===== src/rtl/psum_adder_ctrl.sv =====
// psum_adder_ctrl: feeds PE psums to the threshold adder and packs its result bits into ofmaps BRAM words; PSUM_ADDER_CTRL_PERF_EN adds perf counters
module psum_adder_ctrl #(
  parameter int OFMAPS_BRAM_ADDR_WIDTH = 12,
  parameter int WORD_W = 32,
  parameter int PIPE_LAT = 10
) (
  input  logic clk,
  input  logic rst_n,
  input  logic start,
  input  logic [OFMAPS_BRAM_ADDR_WIDTH:0] cfg_num_pixels,
  input  logic [11:0] cfg_in_channel,
  input  logic [4:0] cfg_kernel_size,
  input  logic psum_valid,
  output logic psum_ready,
  output logic [11:0] adder_in_channel,
  output logic [4:0] adder_kernel_size,
  output logic adder_i_valid,
  output logic [OFMAPS_BRAM_ADDR_WIDTH-1:0] adder_address_in,
  input  logic adder_o_data,
  input  logic [OFMAPS_BRAM_ADDR_WIDTH-1:0] adder_address_out,
  input  logic adder_o_valid,
  output logic bram_we,
  output logic [OFMAPS_BRAM_ADDR_WIDTH-$clog2(WORD_W)-1:0] bram_addr,
  output logic [WORD_W-1:0] bram_wdata,
  output logic busy,
  output logic done
`ifdef PSUM_ADDER_CTRL_PERF_EN
  ,
  output logic [31:0] perf_cycles,
  output logic [31:0] perf_stalls
`endif
);
  localparam int AW = OFMAPS_BRAM_ADDR_WIDTH;
  localparam int WB = $clog2(WORD_W);
  localparam int IW = $clog2(PIPE_LAT + 2);
  localparam int BW = AW - WB;
  localparam logic [AW:0] PIX_ONE = (AW+1)'(1);
  typedef enum logic [1:0] {IDLE, RUN, DRAIN, DONE} state_t;
  state_t state_q, state_d;
  logic [AW:0] num_pixels_q, num_pixels_d, issued_q, issued_d;
  logic [11:0] in_channel_q, in_channel_d;
  logic [4:0] kernel_size_q, kernel_size_d;
  logic [IW-1:0] inflight_q, inflight_d;
  logic [WORD_W-1:0] pack_q, pack_d, pack_n, bram_wdata_q, bram_wdata_d;
  logic bram_we_q, bram_we_d;
  logic [BW-1:0] bram_addr_q, bram_addr_d;
  logic retire, last_bit;
  logic [WB-1:0] b;
  assign busy = state_q == RUN || state_q == DRAIN;
  assign done = state_q == DONE;
  assign psum_ready = state_q == RUN && issued_q < num_pixels_q;
  assign adder_i_valid = psum_valid & psum_ready;
  assign adder_address_in = issued_q[AW-1:0];
  assign adder_in_channel = in_channel_q;
  assign adder_kernel_size = kernel_size_q;
  assign bram_we = bram_we_q;
  assign bram_addr = bram_addr_q;
  assign bram_wdata = bram_wdata_q;
  assign b = adder_address_out[WB-1:0];
  assign retire = adder_o_valid && busy && inflight_q != '0;
  assign last_bit = b == WB'(WORD_W - 1) || {1'b0, adder_address_out} == num_pixels_q - PIX_ONE;
  always_comb begin
    pack_n = pack_q;
    pack_n[b] = adder_o_data;
  end
  always_comb begin
    state_d = state_q;
    num_pixels_d = num_pixels_q;
    in_channel_d = in_channel_q;
    kernel_size_d = kernel_size_q;
    issued_d = adder_i_valid ? issued_q + PIX_ONE : issued_q;
    inflight_d = inflight_q + IW'(adder_i_valid) - IW'(retire);
    pack_d = retire ? (last_bit ? '0 : pack_n) : pack_q;
    bram_we_d = retire && last_bit;
    bram_addr_d = bram_we_d ? adder_address_out[AW-1:WB] : bram_addr_q;
    bram_wdata_d = bram_we_d ? pack_n : bram_wdata_q;
    case (state_q)
      IDLE: if (start) begin
        num_pixels_d = cfg_num_pixels;
        in_channel_d = cfg_in_channel;
        kernel_size_d = cfg_kernel_size;
        issued_d = '0;
        inflight_d = '0;
        pack_d = '0;
        state_d = cfg_num_pixels == '0 ? DONE : RUN;
      end
      RUN: state_d = issued_d >= num_pixels_q ? DRAIN : RUN;
      DRAIN: state_d = inflight_q == '0 && !bram_we_d ? DONE : DRAIN;
      default: state_d = IDLE;
    endcase
  end
  always_ff @(posedge clk or negedge rst_n) begin
    if (!rst_n) begin
      state_q <= IDLE;
      num_pixels_q <= '0;
      in_channel_q <= '0;
      kernel_size_q <= '0;
      issued_q <= '0;
      inflight_q <= '0;
      pack_q <= '0;
      bram_we_q <= 1'b0;
      bram_addr_q <= '0;
      bram_wdata_q <= '0;
    end else begin
      state_q <= state_d;
      num_pixels_q <= num_pixels_d;
      in_channel_q <= in_channel_d;
      kernel_size_q <= kernel_size_d;
      issued_q <= issued_d;
      inflight_q <= inflight_d;
      pack_q <= pack_d;
      bram_we_q <= bram_we_d;
      bram_addr_q <= bram_addr_d;
      bram_wdata_q <= bram_wdata_d;
    end
  end
`ifdef PSUM_ADDER_CTRL_PERF_EN
  logic [31:0] perf_cycles_q, perf_cycles_d, perf_stalls_q, perf_stalls_d;
  logic perf_clr;
  assign perf_clr = state_q == IDLE && start;
  assign perf_cycles = perf_cycles_q;
  assign perf_stalls = perf_stalls_q;
  always_comb begin
    perf_cycles_d = perf_clr ? '0 : perf_cycles_q + (busy ? 32'd1 : 32'd0);
    perf_stalls_d = perf_clr ? '0 : perf_stalls_q + (psum_ready && !psum_valid ? 32'd1 : 32'd0);
  end
  always_ff @(posedge clk or negedge rst_n) begin
    if (!rst_n) begin
      perf_cycles_q <= '0;
      perf_stalls_q <= '0;
    end else begin
      perf_cycles_q <= perf_cycles_d;
      perf_stalls_q <= perf_stalls_d;
    end
  end
`endif
endmodule


===== config.mk =====
export PLATFORM = sky130hd
export DESIGN_NAME = psum_adder_ctrl
export DESIGN_NICKNAME = d
export VERILOG_FILES = /design/src/rtl/psum_adder_ctrl.sv
export SDC_FILE = /design/constraint.sdc
export NUM_CORES = 1
export LEC_CHECK = 0
export CAP_MARGIN = 10
export CELL_PAD_IN_SITES_DETAIL_PLACEMENT = 0
export CELL_PAD_IN_SITES_GLOBAL_PLACEMENT = 1
export CORE_MARGIN = 5
export CORE_UTILIZATION = 30
export CTS_BUF_LIST = sky130_fd_sc_hd__clkbuf_16
export DETAILED_ROUTE_END_ITERATION = 8
export PLACE_DENSITY = 0.63
export SLEW_MARGIN = 20
export SYNTH_ARGS = -nofsm -noshare
export SYNTH_HDL_FRONTEND = slang
export SYNTH_SLANG_ARGS = --single-unit
export TNS_END_PERCENT = 30

===== constraint.sdc =====
create_clock -name clk -period 2.98 [get_ports clk]
set_input_delay 0.894 -clock clk [delete_from_list [all_inputs] [get_ports clk]]
set_output_delay 0.894 -clock clk [all_outputs]
set_load 0.05 [all_outputs]

# Yosys cells after proc, flatten, opt, wreduce, memory -nomap -nowiden
# Index checks and enable logic that the tools add are counted.
[totals] output_inout_bits=73 register_bits=121 wordCells=56 in_bits=48
[op_classes] n_mux=17 bitwise=1 n_lt_le_gt_ge=4 n_eq_ne=6 reduce_logical=14 addsub=4
[ops] op="32-bit 2-to-1 mux" n=4
[ops] op="13-bit 2-to-1 mux" n=3
[ops] op="32-bit bitwise mux" n=1
[ops] op="13-bit by 1-bit adder with 13-bit output (second input constant)" n=1
[ops] op="12-bit by 13-bit == test with 1-bit output" n=1
[ops] op="13-bit >= comparator" n=1
[ops] op="13-bit logical NOT" n=1
[ops] op="13-bit less-than comparator" n=1
[ops] op="13-bit by 1-bit subtractor with 13-bit output (second input constant)" n=1
[ops] op="4-bit 2-to-1 mux" n=2
[ops] op="1-bit logical AND" n=6
[ops] op="5-bit by 6-bit less-than comparator with 1-bit output (second input constant)" n=1
[ops] op="2-bit 2-to-1 mux" n=3
[ops] op="2-bit one-hot mux with 3 select lines" n=1
[ops] op="1-bit demux with 5-bit select" n=1
[ops] op="5-bit == test (second input constant)" n=1
[ops] op="5-bit by 1-bit >= comparator with 1-bit output (second input constant)" n=1
[ops] op="4-bit by 1-bit adder with 4-bit output" n=1
[ops] op="2-bit == test (second input constant)" n=2
[ops] op="4-bit logical NOT" n=1
[ops] op="4-bit nonzero test" n=1
[ops] op="4-bit by 1-bit subtractor with 4-bit output" n=1
[ops] op="2-bit by 1-bit == test with 1-bit output (second input constant)" n=1
[ops] op="2-bit logical NOT" n=1
[ops] op="6 further kinds" n=8

# Longest topological paths before layout
[logic_depth] ltp_word=9 depth_mapped=17 ltp_nobuf=16

# Least setup slack after synthesis
# No wires, ideal clock.
[synth_timing] path_type="register -> register" start="reg issued_q[1]" end="reg state_q[1]" slack_ns=-0.558 synth_period_minus_slack_ns=3.538 setup_time_ns=0.144 required_ns=2.836 n_path_buf=0 arrival_ns=3.394 path_stages_with_launch=14 cell_sequence="dfrtp_1 -> ha_1 -> a2111oi_0 -> o311a_1 -> nand3_1 -> inv_1 -> mux2_2 -> ha_1 -> a21o_1 -> a21o_1 -> a21oi_1 -> o211ai_1 -> a21boi_0 -> o41ai_1"
[synth_between] elab_chain_len=7 elab_cells_between_ends=8
[synth_rtl] element="from (decl)" line="40" rtl="logic [AW:0] num_pixels_q, num_pixels_d, issued_q, issued_d;"
[synth_rtl] element="from (signal assigned)" line="109" rtl="issued_q <= issued_d;"
[synth_rtl] element="13-bit less-than comparator" line="51" rtl="assign psum_ready = state_q == RUN && issued_q < num_pixels_q;"
[synth_rtl] element="1-bit logical AND" line="51"
[synth_rtl] element="1-bit AND" line="52" rtl="assign adder_i_valid = psum_valid & psum_ready;"
[synth_rtl] element="net adder_i_valid" line="17" rtl="output logic adder_i_valid,"
[synth_rtl] element="13-bit 2-to-1 mux" line="71" rtl="issued_d = adder_i_valid ? issued_q + PIX_ONE : issued_q;"
[synth_rtl] element="13-bit >= comparator" line="87" rtl="RUN: state_d = issued_d >= num_pixels_q ? DRAIN : RUN;"
[synth_rtl] element="2-bit 2-to-1 mux" line="87"
[synth_rtl] element="2-bit one-hot mux with 3 select lines" line="77" rtl="case (state_q)"
[synth_rtl] element="to (signal assigned)" line="105" rtl="state_q <= state_d;"
[synth_rtl] element="to (decl)" line="39" rtl="state_t state_q, state_d;"
# The timed path passes the listed nets, and every way through them passes these cells.
# A chain may end at the register's enable or synchronous reset.

# Worst setup path after layout
[layout_timing] start="reg num_pixels_q[6]" end="reg state_q[1]"
[layout_between] elab_chain_len=7
[layout_rtl] element="from (decl)" line="40"
[layout_rtl] element="from (signal assigned)" line="106" rtl="num_pixels_q <= num_pixels_d;"
[layout_rtl] element="13-bit less-than comparator" line="51"
[layout_rtl] element="1-bit logical AND" line="51"
[layout_rtl] element="1-bit AND" line="52"
[layout_rtl] element="13-bit 2-to-1 mux" line="71"
[layout_rtl] element="13-bit >= comparator *" line="87"
[layout_rtl] element="2-bit 2-to-1 mux *" line="87"
[layout_rtl] element="2-bit one-hot mux with 3 select lines *" line="77"
# Mark *: on every way between the ends. The rest lies on a longest branch, timed or not.

==> summary.md <==
| Metric | Value |
|---|---|
| Run status | finished, violations left |
| Failing checks | negative setup slack |
| Nets in the synthesized netlist | around 790 |
| Max frequency | between 300 and 400 MHz |
| Proportion of layout cells with a drive suffix above 1 | 32.5% |
| Number of iterations in the first detailed-routing pass | 5 |
| Critical Path Stages | 15 |
| Starting Density | 30.6% |
| Area delta synth->final | 51.6% |
| Part of the Yosys area used for sequential elements | between 40 and 50% |
| Share of the clock period used by the worst path after layout | 111% |
| Count of hold buffers inserted by post-cts repair | 0 |
| Die span in y | around 160 um |
| Mean instance size in the synthesized netlist | 9.93 sq um |
| Total negative slack for setup checks | -9580 ps |
| Final setup violation count | 72 |
| Clock buffer depth | 2 |
| Register-to-Register Path Depth | 15 |
| Max-cap viol count | 0 |
| Detailed placer's ending HPWL | approximately 15000 um |
| Endpoint arrival time on the critical path | 3600 ps |
| Number of H-tree branching levels | 4 |
| Clock slew at reported path FFs | about 60 ps |
| Worst hold slack after final layout | approximately 460 ps |
| CTS tree | done |
| Core region area | 22800 sq um |
| Total GRT Usage | approximately 17% |
| Largest delay contributor family on the critical path | compound AO/OA/AOI/OAI gates |
| Maximum number of pins on one net before global-route repair | 45 |
| Post-synthesis instance total | about 700 |
| Combined buffer and inverter count along the critical path | 2 |
| Final std cell area, no fill | roughly 11000 sq um |
| GR Overflow Total | 0 |
| Fin Clk Skew | between 9 and 10 ps |
| Std cell rows | 55 |
| DRC violation total after the first TritonRoute iteration | between 200 and 300 |
| Biggest cell delay along the critical path | 370 ps |
| Most frequently used flop master after synthesis | dfrtp_1 |
| Post-synthesis async set-or-reset flop share | 100% |
| Pins Over Slew Limit | 0 |
| EDFF count, synth | 0 |
| CP required | ~3300 ps |
| Final number of hold-violating endpoints | 0 |
| Setup repair after global routing missed its margin | yes |
| RePlAce Congestion | about 0.85 |
| Layout fillers | about 2100 |
| Antenna violations before repair | 0 |
| Worst slew pin tran | roughly 600 ps |
| Vias after detailed routing | just over 6000 |
| ANT nets after route | 0 |
| Cell Pwr Density | roughly 600 nW/um^2 |
| Clock buffers created by TritonCTS | 17 |
| Cell chain of the critical path | inv_2 > ha_4 > and4_4 > nand3_2 > o311a_4 > nand3_4 > clkinvlp_4 > mux2_4 > ha_4 > a21o_1 > a21o_1 > a21oi_2 > o211ai_1 > a21boi_2 > o41ai_2 |
| Antenna Cells | 0 |
| Static leakage | 4.79 nW |
| Cells taking the most area after synthesis | dfrtp_1 44%, mux2_2 6.6%, ha_1 6.5%, nand2_1 5.4%, mux2_1 4.5% |
| Non-Filler Instances | roughly 1200 |
| Aggregate routed wire length | 21600 um |
| Cell type with the largest total area after synthesis | dfrtp_1 |
| Kind of end point of the critical path | flip-flop |
| Clock root buffer | clkbuf_16 |
| Post-route DRC | 0 |
| Mapped cell area | approximately 7000 sq um |
| Worst-Skew Late Latency | 420 ps |
| Final #Nets | about 1000 |
| Total clock sinks | 121 |
| Total of warnings raised by yosys | 0 |
| Nature of the critical path startpoint | flip-flop |
| Number of input and output port buffers inserted | 120 |
| Area share of the leading cell type in the synthesized netlist | between 40 and 50% |
| Worst-path fanout max | 4 |
| Final critical path time including I/O delays and setup | between 3000 and 4000 ps |
| Relative slew margins | 59.8% |
| Avg Vias per Cell | approximately 4.9 |
| Worst hold path type | primary input to asynchronous set/reset pin |
| Largest vdd supply drop | approximately 0.00034 V |
| Vias in the first global route | 6430 |
| Register bit total from synthesis | approximately 120 |
| Total instance count after detailed placement | roughly 1200 |
| Post-detailed-placement cell area | around 9200 sq um |
| Slowest stage cell on the critical path | o311a_4 |
| Wire per inst | 17.5 um |
| Final critical-path setup slack | -313 ps |
| Tot Pwr | roughly 0.0065 W |
| Critical setup path kind | flip-flop to flip-flop |
| Global-route wire length before repair | 35100 um |
| Die area | 26300 sq um |
| Number of top-level pins | roughly 120 |
| Die X | ~160 um |
| Post-synthesis cell type count | 60 |
==> power by group <==
part           internal, W  switching, W
Clock              0.00138      0.000779
Combinational      0.00101       0.00122
Sequential         0.00191      0.000160
Total              0.00430       0.00216
==> layout by cell type, fill, tap and decap left out, types with 6 or more instances in the layout <==
cell             instances
dfrtp_1                121
clkdlybuf4s50_1        116
buf_4                  106
nand2_1                100
mux2_2                  37
o21ai_0                 36
nand3_1                 31
inv_1                   27
nor2_1                  25
o2bb2ai_2               25
mux2_4                  24
ha_1                    24
and2_1                  18
clkbuf_16               17
xor2_1                  12
a21oi_2                 10
xnor2_1                 10
inv_2                    9
ha_4                     9
a21o_1                   8
mux2_1                   8
buf_12                   7
nor3_1                   6
==> stage by stage <==
step / worst slack [ps] / utilization (%)
floorplan: -358 / -
global placement: -457 / 40.2
detailed placement: -607 / 40.2
CTS: -358 / 45.3
global route: -458 / 46.3
finish: -313 / 46.3
==> flip-flops by register name, summed over array words and instances, names as in the netlist <==
name	cells
adder_kernel_size	5
bram_we	1
bram_wdata	32
bram_addr	7
issued_q	13
adder_in_channel	12
num_pixels_q	13
inflight_q	4
state_q	2
pack_q	32
==> worst reg2reg max path, stage by stage, from the launching register on <==
cell and delay (ps):
dfrtp_1 360, inv_2 70, ha_4 270, and4_4 230, nand3_2 80, o311a_4 370, nand3_4 110, clkinvlp_4 150
mux2_4 350, ha_4 260, a21o_1 110, a21o_1 130, a21oi_2 50, o211ai_1 260, a21boi_2 120, o41ai_2 280
==> cell families (layout without fill, tap and decap cells) <==
| logic type | count (synthesis) | in the layout | synth area share, % |
|---|---|---|---|
| mux | 71 | 71 | 11.5 |
| xor+xnor | 24 | 24 | 3.02 |
| buf+inv | 87 | 308 | 5.73 |
| simple gates | 233 | 233 | 16.4 |
| fa+ha+maj | 37 | 37 | 6.76 |
| compound gates | 128 | 128 | 13.1 |
| flops | 121 | 121 | 43.5 |
==> repair_timing <==
| item | 4_1_cts | 5_1_grt |
|---|---|---|
| resized for setup | 74 | 47 |
| cloned | 3 | 0 |
| endpoints found under the setup margin | 76 | 76 |
| buffers inserted | 17 | 6 |
| pin swaps | 35 | 14 |
==> cell type report <==
class | count | area (sq um) | area share (%)
Clock buffer | 17 | 425 | 4.03
Tap cell | 313 | 392 | 3.71
Multi-Input combinational cell | 493 | 4130 | 39.1
Sequential cell | 121 | 3030 | 28.7
Inverter | 37 | 148 | 1.40
Clock inverter | 15 | 184 | 1.74
Timing Repair Buffer | 239 | 2250 | 21.3
==> Yosys cell counts, types with 2 or more instances <==
| master | instances |
|---|---|
| a21o_1 | 8 |
| buf_1 | 2 |
| nor3b_1 | 4 |
| nand2b_1 | 5 |
| or4_1 | 2 |
| ha_1 | 36 |
| o2bb2ai_1 | 30 |
| mux2_2 | 41 |
| a211oi_1 | 2 |
| o21ai_0 | 38 |
| and4_1 | 4 |
| nor4_1 | 8 |
| o211ai_1 | 3 |
| nand4_1 | 5 |
| nand3_1 | 33 |
| dfrtp_1 | 121 |
| nor2_1 | 25 |
| or3_1 | 5 |
| a22oi_1 | 2 |
| buf_4 | 12 |
| o21a_1 | 2 |
| inv_1 | 36 |
| a31oi_1 | 3 |
| nand3b_1 | 3 |
| xor2_1 | 13 |
| and3_1 | 2 |
| a21oi_1 | 12 |
| buf_2 | 3 |
| buf_6 | 3 |
| nand2_1 | 100 |
| xnor2_1 | 11 |
| and2_1 | 19 |
| mux2i_1 | 2 |
| nor3_1 | 9 |
| mux2_1 | 28 |
| o41ai_1 | 10 |
| a2bb2oi_1 | 2 |
| clkbuf_1 | 30 |
| nor4b_1 | 2 |
| o31ai_1 | 3 |
| nor2b_1 | 3 |
==> routing by layer <==
layer / GRT usage [%] / wire (um)
met5: 0 / 0
met3: 3.22 / 809
met1: 22.3 / 9990
met4: 5.38 / 332
met2: 27.3 / 10400
==> path summary, 6_finish.rpt <==
kind / start / endpoint / slack, ps
setup / recovery: num_pixels_q[6] / state_q[1] / -310
hold / removal: rst_n / adder_in_channel[10] / 460
setup reg to reg: num_pixels_q[6] / state_q[1] / -310
hold reg to reg: adder_kernel_size[4] / adder_kernel_size[4] / 480
max in group asynchronous: rst_n / pack_q[19] / 1780
min in group clk: adder_kernel_size[4] / adder_kernel_size[4] / 480
Note: power is estimated with default switching activity, not from simulation.
